`src/rtl/demux1_4_rr_dispatcher.sv`:
```
// One-word holding register that dispatches to one of four channels in round-robin order over ch_mask.
// Optional per-channel fire counters (ch_cnt) are built when DEMUX1_4_RR_DISPATCHER_CNT_EN is defined.
module demux1_4_rr_dispatcher #(
  parameter int DATA_W = 8
) (
  input  logic              clk,
  input  logic              rst_n,
  input  logic              in_valid,
  output logic              in_ready,
  input  logic [DATA_W-1:0] in_data,
  input  logic [3:0]        ch_mask,
  output logic [3:0]        out_valid,
  input  logic [3:0]        out_ready,
  output logic [DATA_W-1:0] out_data,
  output logic [1:0]        sel,
  output logic              busy
`ifdef DEMUX1_4_RR_DISPATCHER_CNT_EN
  ,
  output logic [31:0]       ch_cnt
`endif
);

  typedef enum logic {EMPTY, FULL} state_e;

  state_e            state_q, state_d;
  logic [DATA_W-1:0] data_q, data_d;
  logic [1:0]        sel_q, sel_d;
  logic [1:0]        ptr_q, ptr_d;

  logic       fire, accept, found;
  logic [1:0] base, idx, target;

  assign fire     = (state_q == FULL) & out_ready[sel_q];
  assign in_ready = (ch_mask != 4'b0) & ((state_q == EMPTY) | fire);
  assign accept   = in_valid & in_ready;

  // A load that coincides with a fire must search from the post-fire pointer.
  always_comb begin
    base   = fire ? sel_q + 2'd1 : ptr_q;
    target = base;
    found  = 1'b0;
    idx    = 2'd0;
    for (int i = 0; i < 4; i++) begin
      idx = base + 2'(i);
      if (!found && ch_mask[idx]) begin
        target = idx;
        found  = 1'b1;
      end
    end
  end

  always_comb begin
    state_d = state_q;
    data_d  = data_q;
    sel_d   = sel_q;
    ptr_d   = ptr_q;
    if (fire) ptr_d = sel_q + 2'd1;
    if (accept) begin
      state_d = FULL;
      data_d  = in_data;
      sel_d   = target;
    end else if (fire) begin
      state_d = EMPTY;
    end
  end

  always_ff @(posedge clk or negedge rst_n) begin
    if (!rst_n) begin
      state_q <= EMPTY;
      data_q  <= '0;
      sel_q   <= 2'd0;
      ptr_q   <= 2'd0;
    end else begin
      state_q <= state_d;
      data_q  <= data_d;
      sel_q   <= sel_d;
      ptr_q   <= ptr_d;
    end
  end

  assign busy      = (state_q == FULL);
  assign out_valid = busy ? (4'b0001 << sel_q) : 4'b0000;
  assign out_data  = data_q;
  assign sel       = sel_q;

`ifdef DEMUX1_4_RR_DISPATCHER_CNT_EN
  for (genvar k = 0; k < 4; k++) begin : g_cnt
    logic [7:0] cnt_q;
    always_ff @(posedge clk or negedge rst_n) begin
      if (!rst_n)                     cnt_q <= 8'd0;
      else if (fire && sel_q == 2'(k)) cnt_q <= cnt_q + 8'd1;
    end
    assign ch_cnt[8*k +: 8] = cnt_q;
  end
`endif

endmodule

```
`config.mk`:
```
export PLATFORM = sky130hd
export DESIGN_NAME = demux1_4_rr_dispatcher
export DESIGN_NICKNAME = d
export VERILOG_FILES = /design/src/rtl/demux1_4_rr_dispatcher.sv
export SDC_FILE = /design/constraint.sdc
export NUM_CORES = 1
export LEC_CHECK = 0
export CAP_MARGIN = 20
export CORE_MARGIN = 8
export CORE_UTILIZATION = 43
export DETAILED_ROUTE_END_ITERATION = 8
export PLACE_DENSITY = 0.8
export SLEW_MARGIN = 20
export SYNTH_ARGS = -nofsm -noshare
export SYNTH_HDL_FRONTEND = slang
export SYNTH_SLANG_ARGS = --single-unit
export TNS_END_PERCENT = 100
```
`constraint.sdc`:
```
create_clock -name clk -period 4 [get_ports clk]
set_input_delay 0.8 -clock clk [delete_from_list [all_inputs] [get_ports clk]]
set_output_delay 0.8 -clock clk [all_outputs]
set_load 0.01 [all_outputs]
```
# Word level (Yosys, flattened, before mapping)
# Index checks and enable logic that the tools add are counted.
# word_totals
ff_bits,13
in_bits,19
output_inout_bits,16
wordCells,47
# op_classes
addsub,4
n_lt_le_gt_ge,5
shift,1
mux,20
bitwise,5
n_reduce_logical,8
# ops
cell,n
2-bit by 3-bit < comparator with 1-bit output (second input constant),5
1-bit binary-select mux with 2-bit select,5
1-bit two-way mux,10
2-bit two-way mux,4
2-bit by 1-bit adder with 2-bit output (second input constant),2
2-bit adder (second input constant),2
4-bit two-way mux,1
4-bit nonzero test,1
1-bit by 2-bit left shift with 4-bit output (first input constant),1
1-bit AND,3
1-bit logical AND,3
1-bit zero test,3
2-bit nonzero test,1
1-bit inverter,1
1-bit bitwise OR,1

# Depth between registers and ports, before layout
# depth
ltp_word,16
depth_mapped,7
ltp_nobuf,7

# Worst setup path before layout
# Ideal clock, no wire load.
# synth_timing
kind,input port to output port
startpoint,input port out_ready[3]
endpoint,output port in_ready
t_arrival_ns,1.465
required_time_ns,3.200
setup_slack_ns,1.735
path_stages,2
n_path_buf,0
cell_sequence,mux4_2 a2bb2oi_1
# synth_via
elab_chain_cells,5
# synth_lines
element,line_no,source
from (decl),13,"input logic [3:0] out_ready,"
1-bit binary-select mux with 2-bit select,33,assign fire = (state_q == FULL) & out_ready[sel_q];
1-bit two-way mux (implied by the code),33,
1-bit AND,33,
1-bit bitwise OR,34,assign in_ready = (ch_mask != 4'b0) & ((state_q == EMPTY) | fire);
1-bit AND,34,
to (decl),9,"output logic in_ready,"
# No other way between the ends. The select of a mux whose other input is x is not followed.

# Worst setup path after layout
# Same ends and word-level chain as after synthesis.

==> metrics <==
# IOs=35; Power Density=676 nW/µm²; endpoints failing hold=0; Max Root-Sink Buffers=2; Startpoint Class=primary input; Tcrit/Tclk final=0.805; Reg2Reg Setup Slack=1820 ps; crit-path max cell delay=530 ps; pin count of the biggest net entering global routing=14; Synth Warn #=0; total power=0.766 mW; hold path cells=1; Switching Power=0.281 mW; first-pass GRT wire length=2.94 mm; post-CTS setup buffers=0; post-CTS sizing=0; FILL cells=143; via count=623; root buffer cell=clkbuf_4; Combinational Power Share=0.571; clock sinks=13; clk_lat worst skew=270 ps; most frequent cells in the layout=clkdlybuf4s50_1, dfrtp_1, mux2_2; slowest stage cell, crit path=mux4_2; sw frac=0.366; top post-synthesis cells by area=dfrtp_1, mux2_2, ha_1; CTS Buf Count=3; Worst Clk Skew=2.66 ps; routed wire length=1.72 mm; relative contribution of sequential cells to total power=0.327; f_max=0.311 GHz; worst slew pin tran=550 ps; area of the multi-input gates=398 µm²; Worst Hold Class=reg -> reg; Chip Height=57.9 µm; n_diodes=0; FFs w/ async S/R, synth=1.00; Post-synth EDFFs=0; Most common cell on crit path=clkdlybuf4s50_1; vias in the first global route=682; Crit. Startpoint=out_ready[3]; DRT Pass-1 Iters=4; Die Area=3350 µm²; Yosys top cell area share=0.432; Cells after Synth=65; Rel. slew slack=0.632; Syn Area/Cell=11.6 µm²; cell taking the most area after synthesis=dfrtp_1; Seq/Total Area, Yosys=0.432; clock tree from TritonCTS=built; FP Rows=15; min Tclk post-route=3220 ps; crit path DAT=2420 ps; Max VDD drop=0.426 mV; Initial Util=0.446; CP required=3200 ps; ys flop type=dfrtp_1; GRT Overall Usage=0.109; layout cells sized above 1=0.186; nets@finish=126; initial antenna violation count=0; status=completed; DRC Markers=0; Worst R2R End=sel[1]$_DFFE_PN0P_; Placer Congestion=0.792; Critical Path End Type=output port; die width=57.9 µm; Max Slew Vio Count=0; P_leak=0.476 nW; Layout area overhead=50.5%; WL/cell=14.5 µm; Reg clk slew, reported paths=70 ps; GRT overflow=0; syn nets=88; most common cell after layout, fill and taps aside=clkdlybuf4s50_1; Starting DRT DRC Count=13; Port-buffer cells=34; Post-Syn Area=753 µm²; Avg Vias per Cell=5.24; post-cts hold buffer count=0; H-tree Lvls=1; crit-path cells=clkdlybuf4s50_1, mux4_2, a2bb2oi_1, clkdlybuf4s50_1; reg2reg start=sel[0]$_DFFE_PN0P_; Clock power frac=0.101; RSZ-0062 raised after global routing=false; Yosys cell types=26; Worst Reg-to-Reg Cells=6; post-route ant nets=0; Int Pwr=0.486 mW; setup TNS=0 ps; Core Region=1690 µm²; Final setup viols=0; Crit Path Max Fanout=4; hold wc startpoint=out_data[0]$_DFFE_PN0P_; Yosys reg bits=13; maxcap violations=0; hpwl dp=1.41 mm; Crit Path Category=in -> out; Hold Path End=out_data[0]$_DFFE_PN0P_; sequential cell area=325 µm²
## worst max-delay path by stage
| stage | endpoint | cells after the start |
|---|---|---|
| detailed placement | in_ready | 4 |
| global placement | in_ready | 4 |
| CTS | in_ready | 4 |
| global route | in_ready | 4 |
| finish | in_ready | 4 |
| floorplan | in_ready | 2 |
## layer usage
layer / track usage / vias up / part of all wire
li1: - / 307 / -
met1: 0.120 / 292 / 0.43
met2: 0.169 / 24 / 0.44
met3: 0.0640 / 0 / 0.12
met4: 0.0420 / 0 / 0
met5: 0 / - / 0
## registers in the layout, indices dropped and copies added, names as in the netlist
register  flops
busy          1
out_data      8
ptr_q         2
sel           2
## cell usage after synthesis, drive strengths merged, types with 2 or more instances
| library cell | count |
|---|---|
| nor2 | 3 |
| ha | 4 |
| inv | 6 |
| mux2 | 9 |
| o21ai | 2 |
| dfrtp | 13 |
| and2 | 5 |
| nand2 | 5 |
## final cells by class
type                            instances  share of cell area
Tap cell                               17              0.0188
Multi-Input combinational cell         45               0.351
Timing Repair Buffer                   34               0.300
Inverter                                6              0.0199
Clock buffer                            4              0.0232
Sequential cell                        13               0.287
## logic make-up (layout without fill, tap and decap cells)
| kind of cell | after synthesis | count (layout) | synth area share |
|---|---|---|---|
| AOI/OAI and AO/OA | 15 | 15 | 0.179 |
| adders and majority gates | 4 | 4 | 0.0664 |
| buffers and inverters | 7 | 44 | 0.0399 |
| DFF | 13 | 13 | 0.432 |
| muxes | 11 | 11 | 0.178 |
| and+or+nand+nor | 15 | 15 | 0.105 |
## through the flow
stage	util	hold slack (ps)	setup WS, ps	cell area [µm²]	std cells
CTS	0.671	512	774	1130	119
global placement	0.656	490	796	1110	115
floorplan	-	504	1740	753	65
detailed placement	0.656	496	784	1110	115
finish	0.671	508	781	1130	119
global route	0.671	529	729	1130	119
## critical path, delay by kind of cell
kind,cells,cell delay (ps)
buffers and inverters,2,910
muxes,1,530
AOI/OAI and AO/OA,1,170
## power groups by stage
stage	clock (mW)	combinational, mW	sequential [mW]
finish	0.0777	0.438	0.251
global route	0.0869	0.477	0.265
CTS	0.0805	0.444	0.252
detailed placement	0	0.442	0.255
global placement	0	0.439	0.253
floorplan	0	0.215	0.270
Note: power is estimated with default switching activity, not from simulation.
